==> config.mk <==
export PLATFORM = sky130hd
export DESIGN_NAME = stepper_io_array
export DESIGN_NICKNAME = d
export VERILOG_FILES = /design/src/rtl/stepper_io_array.sv
export SDC_FILE = /design/constraint.sdc
export NUM_CORES = 1
export LEC_CHECK = 0
export BUFFER_PORTS_ARGS = -buffer_cell sky130_fd_sc_hd__buf_2
export CORE_ASPECT_RATIO = 0.8
export CORE_UTILIZATION = 39
export DETAILED_ROUTE_END_ITERATION = 6
export GPL_TIMING_DRIVEN = 1
export HOLD_SLACK_MARGIN = 0.02
export PLACE_DENSITY = 0.54
export SLEW_MARGIN = 0
export SYNTH_ARGS = -nofsm -noshare
export SYNTH_HDL_FRONTEND = slang
export SYNTH_SLANG_ARGS = --single-unit
==> constraint.sdc <==
create_clock -name clk -period 5.8 [get_ports clk]
set_input_delay 1.74 -clock clk [delete_from_list [all_inputs] [get_ports clk]]
set_output_delay 1.74 -clock clk [all_outputs]
set_load 0.01 [all_outputs]
==> src/rtl/stepper_io_array.sv <==
// Memory-mapped multi-channel stepper pulse generator for the CPU I/O space.
// Each channel runs an IDLE/HIGH/LOW pulse FSM with its own half-period, step count and position.
module stepper_io_array #(
  parameter int NUM_CH       = 4,
  parameter int COUNT_W      = 24,
  parameter int PERIOD_W     = 20,
  parameter int POS_W        = 32,
  parameter int RESET_PERIOD = 50000
) (
  input  logic              clk,
  input  logic              rst_n,
  input  logic [31:0]       io_addr,
  input  logic [31:0]       io_wdata,
  input  logic              io_we,
  input  logic              io_re,
  output logic [31:0]       io_rdata,
  output logic [NUM_CH-1:0] step,
  output logic [NUM_CH-1:0] dir,
  output logic              irq
);

  typedef enum logic [1:0] {IDLE = 2'd0, HIGH = 2'd1, LOW = 2'd2} state_t;

  localparam logic [1:0] REG_CMD    = 2'd0;
  localparam logic [1:0] REG_PERIOD = 2'd1;
  localparam logic [1:0] REG_STATUS = 2'd2;
  localparam logic [1:0] REG_POS    = 2'd3;

  state_t                     state      [NUM_CH];
  state_t                     state_nxt  [NUM_CH];
  logic        [PERIOD_W-1:0] hc         [NUM_CH];
  logic        [PERIOD_W-1:0] hc_nxt     [NUM_CH];
  logic        [PERIOD_W-1:0] period     [NUM_CH];
  logic        [PERIOD_W-1:0] period_nxt [NUM_CH];
  logic        [COUNT_W-1:0]  rem        [NUM_CH];
  logic        [COUNT_W-1:0]  rem_nxt    [NUM_CH];
  logic signed [POS_W-1:0]    pos        [NUM_CH];
  logic signed [POS_W-1:0]    pos_nxt    [NUM_CH];

  logic [NUM_CH-1:0] done, done_nxt;
  logic [NUM_CH-1:0] err, err_nxt;
  logic [NUM_CH-1:0] irq_en, irq_en_nxt;
  logic [NUM_CH-1:0] dir_nxt;
  logic [NUM_CH-1:0] hit;
  logic [31:0]       rdata_nxt;
  logic              irq_nxt;

  logic       sel;
  logic [3:0] ch_idx;
  logic [1:0] reg_idx;
  logic       ch_ok;
  logic       wr_en;
  logic       rd_en;
  logic       unused_bits;

  assign sel     = io_addr[12];
  assign ch_idx  = io_addr[7:4];
  assign reg_idx = io_addr[3:2];
  assign ch_ok   = int'(ch_idx) < NUM_CH;
  assign wr_en   = io_we && sel && ch_ok;
  assign rd_en   = io_re && sel;
  assign unused_bits = ^{io_addr[31:13], io_addr[11:8], io_addr[1:0]};

  // A programmed half-period of 0 behaves like 1 so the FSM always advances.
  function automatic logic [PERIOD_W-1:0] eff_period(input logic [PERIOD_W-1:0] per);
    return (per == '0) ? PERIOD_W'(1) : per;
  endfunction

  function automatic logic [COUNT_W-1:0] step_mag(input logic signed [31:0] cmd);
    logic [31:0] mag;
    mag = cmd[31] ? 32'(-cmd) : 32'(cmd);
    return mag[COUNT_W-1:0];
  endfunction

  always_comb begin
    hit = '0;
    for (int c = 0; c < NUM_CH; c++) begin
      hit[c] = wr_en && (ch_idx == 4'(c));
    end
  end

  always_comb begin
    for (int c = 0; c < NUM_CH; c++) begin
      step[c] = (state[c] == HIGH);
    end
  end

  always_comb begin
    done_nxt   = done;
    err_nxt    = err;
    irq_en_nxt = irq_en;
    dir_nxt    = dir;
    for (int c = 0; c < NUM_CH; c++) begin
      state_nxt[c]  = state[c];
      hc_nxt[c]     = hc[c];
      period_nxt[c] = period[c];
      rem_nxt[c]    = rem[c];
      pos_nxt[c]    = pos[c];

      if (hit[c] && reg_idx == REG_PERIOD) period_nxt[c] = io_wdata[PERIOD_W-1:0];

      // Clears are applied first so a done-set later in this block wins.
      if (hit[c] && reg_idx == REG_STATUS) begin
        if (io_wdata[0]) done_nxt[c]   = 1'b0;
        if (io_wdata[1]) err_nxt[c]    = 1'b0;
        if (io_wdata[2]) irq_en_nxt[c] = 1'b1;
      end

      case (state[c])
        IDLE: begin
          if (hit[c] && reg_idx == REG_CMD) begin
            if (io_wdata == 32'd0) begin
              done_nxt[c] = 1'b1;
            end else begin
              dir_nxt[c]   = ~io_wdata[31];
              rem_nxt[c]   = step_mag(io_wdata);
              done_nxt[c]  = 1'b0;
              state_nxt[c] = HIGH;
              hc_nxt[c]    = eff_period(period[c]);
            end
          end
        end
        HIGH, LOW: begin
          if (hit[c] && reg_idx == REG_CMD) err_nxt[c] = 1'b1;
          if (hit[c] && reg_idx == REG_POS) begin
            state_nxt[c] = IDLE;
            rem_nxt[c]   = '0;
            done_nxt[c]  = 1'b1;
          end else if (hc[c] > PERIOD_W'(1)) begin
            hc_nxt[c] = hc[c] - PERIOD_W'(1);
          end else if (state[c] == HIGH) begin
            state_nxt[c] = LOW;
            hc_nxt[c]    = eff_period(period[c]);
          end else begin
            rem_nxt[c] = rem[c] - COUNT_W'(1);
            pos_nxt[c] = dir[c] ? pos[c] + POS_W'(1) : pos[c] - POS_W'(1);
            if (rem[c] == COUNT_W'(1)) begin
              state_nxt[c] = IDLE;
              done_nxt[c]  = 1'b1;
            end else begin
              state_nxt[c] = HIGH;
              hc_nxt[c]    = eff_period(period[c]);
            end
          end
        end
        default: state_nxt[c] = IDLE;
      endcase
    end
  end

  // Read path samples current state, so a same-cycle write is seen by the next read.
  always_comb begin
    rdata_nxt = io_rdata;
    if (rd_en) begin
      rdata_nxt = '0;
      for (int c = 0; c < NUM_CH; c++) begin
        if (ch_idx == 4'(c)) begin
          case (reg_idx)
            REG_PERIOD: rdata_nxt = 32'(period[c]);
            REG_STATUS: rdata_nxt = {state[c] != IDLE, done[c], err[c], irq_en[c], 28'(rem[c])};
            REG_POS:    rdata_nxt = 32'(pos[c]);
            default:    rdata_nxt = '0;
          endcase
        end
      end
    end
  end

  assign irq_nxt = |(done & irq_en);

  always_ff @(posedge clk or negedge rst_n) begin
    if (!rst_n) begin
      for (int c = 0; c < NUM_CH; c++) begin
        state[c]  <= IDLE;
        hc[c]     <= '0;
        period[c] <= PERIOD_W'(RESET_PERIOD);
        rem[c]    <= '0;
        pos[c]    <= '0;
      end
      done     <= '0;
      err      <= '0;
      irq_en   <= '0;
      dir      <= '0;
      irq      <= 1'b0;
      io_rdata <= '0;
    end else begin
      for (int c = 0; c < NUM_CH; c++) begin
        state[c]  <= state_nxt[c];
        hc[c]     <= hc_nxt[c];
        period[c] <= period_nxt[c];
        rem[c]    <= rem_nxt[c];
        pos[c]    <= pos_nxt[c];
      end
      done     <= done_nxt;
      err      <= err_nxt;
      irq_en   <= irq_en_nxt;
      dir      <= dir_nxt;
      irq      <= irq_nxt;
      io_rdata <= rdata_nxt;
    end
  end

endmodule

==> impl_metrics.tcl <==
set metrics [dict create \
    leakage_nw 15.2 \
    ys.flop_type "dfrtp_1" \
    placementRows 91 \
    path_max_fanout 29 \
    globalplace.congestion 1.00 \
    max-slew-margin-rel_pct 14.3 \
    postCtsHoldBufs 0 \
    cts-htree-levels 2 \
    die_y_um 251 \
    first_iter_violations 2987 \
    synth_edf_count 0 \
    crit_top_cell "nor2_1" \
    fin_util_pct 43.8 \
    core_um2 77000 \
    synth-seq-area-share_pct 36.5 \
    fin_crit_ns 4.52 \
    startpoint_type "input pin" \
    startpoint "io_wdata[16]" \
    ys_types 84 \
    r2r_slack_ns 1.68 \
    start_util_pct 39.4 \
    dieArea_um2 78900 \
    cts_sinks 441 \
    path_clk_slew_ns 0.06 \
    drt-total-wl_um 114000 \
    clk_latency_ns 0.64 \
    syn_inst 3628 \
    fin_crit_sh_pct 78.0 \
    status "finished, violations left" \
    syn_avg_cell_area_um2 8.36 \
    post_drt_wl_per_cell_um 24.1 \
    worst_pin_slew_ns 1.25 \
    post_cts_resized 0 \
    grt.overflow.total 0 \
    cts_setup_buffers 0 \
    cts_made_buffers 52 \
    ys_top_cells_by_area "dfrtp_1 (34%), o21ai_0 (7.3%), ha_1 (6.3%)" \
    drcViolationCount 7 \
    worst_r2r_endpoint "pos[24]" \
    ys_seq_elements 441 \
    violations "DRC" \
    drive_above_1_share_pct 11.3 \
    setup_viol 0 \
    vias 28591 \
    rsz0062_at_grt "false" \
    cts_tree "done" \
    synth_top_area_share_pct 34.4 \
    cts_max_path_buffers 3 \
    crit_end "rem[70]" \
    clock_skew_ns 0.0297 \
    track_usage_pct 28.4 \
    antenna_left 0 \
    grt_max_degree 88 \
    syn_area_um2 30300 \
    path_class "input pin to register" \
    die_x_um 314 \
    fmax_mhz 221 \
    crit_chain "buf_2 > or4_4 > or4_1 > or2_1 > o31ai_4 > buf_4 > nor2_1 > nor2_4 > nor2_1 > o21a_1 > o21ai_0 > o2bb2ai_1" \
    firstDrtPassIters 7 \
    portBuffers 83 \
    critPathSlowestCell "or4_4" \
    syn2layout_area_growth_pct 11.2 \
    min_path_type "register to register" \
    cpPeakStageDelay_ns 0.62 \
    grt_pass1_vias 25772 \
    layout.nets 3887 \
    ys.warnings.count 0 \
    power_mw 16.3 \
    syn-num-nets 3853 \
    powerDensity_nw_per_um2 485 \
    rr_worst_depth 12 \
    worst_hold_slack_ns 0.464 \
    io_pins 109 \
    required_ns 6.34 \
    setup_tns_ns 0 \
    antenna_found_initial 7 \
    synthArstFlopShare_pct 100 \
    peakVddDrop_mv 0.275 \
    max-cap-violations 0 \
    critPathArrivalTime_ns 5.07 \
    yosys.area.top_type "dfrtp_1" \
    hold_viol 0 \
    crit-reg2reg-launch "dir[3]" \
    slew_violations 0 \
    place_hpwl_um 82600 \
    viasPerCell 6.05 \
    clockRootBuffer "clkbuf_16" \
    end_kind "register" \
    grt_pass1_wl_um 169000 \
]
## cells in the mapped netlist, types with 48 or more instances
master and instances:
mux2_2 93, nor4_1 56, dfrtp_1 417, a21oi_1 344, nor2_1 331, a21o_1 73, nor3_1 107, nand3_1 82
xor2_1 96, o22ai_1 123, a22o_1 61, o21ai_0 440, ha_1 153, mux2i_1 114, inv_1 77, xnor2_1 48
nand2_1 398, clkbuf_1 143
## where the power goes
part	total [mW]	switching [mW]	internal (mW)
sequential	4.81	0.951	3.86
clock	3.35	1.45	1.90
combinational	8.17	5.12	3.05
## routing by layer
metal / part of all wire (%) / track usage, %
met2: 39 / 38.7
met1: 48 / 43.0
met4: 3.4 / 8.95
met3: 9.7 / 7.02
met5: 0.020 / 0
## cells by family (layout without fill, tap and decap cells)
group / count (synthesis) / count (layout) / synth area share, %
AOI/OAI and AO/OA: 1240 / 1240 / 24.2
and+or+nand+nor: 1173 / 1173 / 17.9
DFF: 441 / 441 / 36.5
buffers and inverters: 265 / 340 / 3.41
muxes: 208 / 208 / 7.29
adders and majority gates: 157 / 157 / 6.58
xor gates and xnor gates: 144 / 144 / 4.16
other: 0 / 3 / 0
## critical path: cells and delay by family
family / cells / cell delay (ns)
AOI/OAI and AO/OA: 4 / 1.15
and+or+nand+nor: 6 / 1.74
buffers and inverters: 2 / 0.43
## flip-flops by register name, indices dropped and copies added (netlist names)
register,count
rem,96
done,4
io_rdata,32
state,8
period,80
hc,80
dir,4
irq_en,4
pos,128
irq,1
err,4
## cells in the final DEF (no fill, tap or decap), types with 76 or more instances in the layout
| cell type | instances |
|---|---|
| nand2_1 | 398 |
| o22ai_1 | 123 |
| xor2_1 | 96 |
| mux2_2 | 93 |
| o21ai_0 | 440 |
| nor3_1 | 106 |
| ha_1 | 153 |
| mux2i_1 | 114 |
| nand3_1 | 80 |
| a21oi_1 | 344 |
| nor2_1 | 327 |
| buf_2 | 81 |
| dfrtp_1 | 417 |
| inv_1 | 76 |
| buf_4 | 79 |
## how the worst min path moves through the flow
stage	startpoint	endpoint	cells past startpoint
3_3_place_gp	io_rdata[6]	io_rdata[6]	2
3_5_place_dp	io_rdata[16]	io_rdata[16]	2
4_1_cts	io_rdata[16]	io_rdata[16]	2
2_1_floorplan	pos[127]	pos[127]	1
5_1_grt	io_rdata[16]	io_rdata[16]	2
6_report	io_rdata[3]	io_rdata[3]	2
## stage by stage
step	setup slack, ns	cell area [um^2]	instances
finish	1.28	33700	4729
floorplan	1.48	30300	3628
global route	1.16	33700	4726
global placement	0.771	32000	4631
CTS	1.40	33700	4726
detailed placement	0.738	32000	4631
## cell type report
| type | count | area [um^2] |
|---|---|---|
| inverter | 78 | 293 |
| sequential | 441 | 11100 |
| timing repair buffer | 167 | 1130 |
| antenna | 3 | 7.51 |
| fill | 7772 | 43300 |
| tap | 1023 | 1280 |
| multi-input combinational | 2922 | 18300 |
| clock inverter | 17 | 151 |
| clock buffer | 78 | 1520 |
No activity file was read; power rests on OpenSTA's default activity.
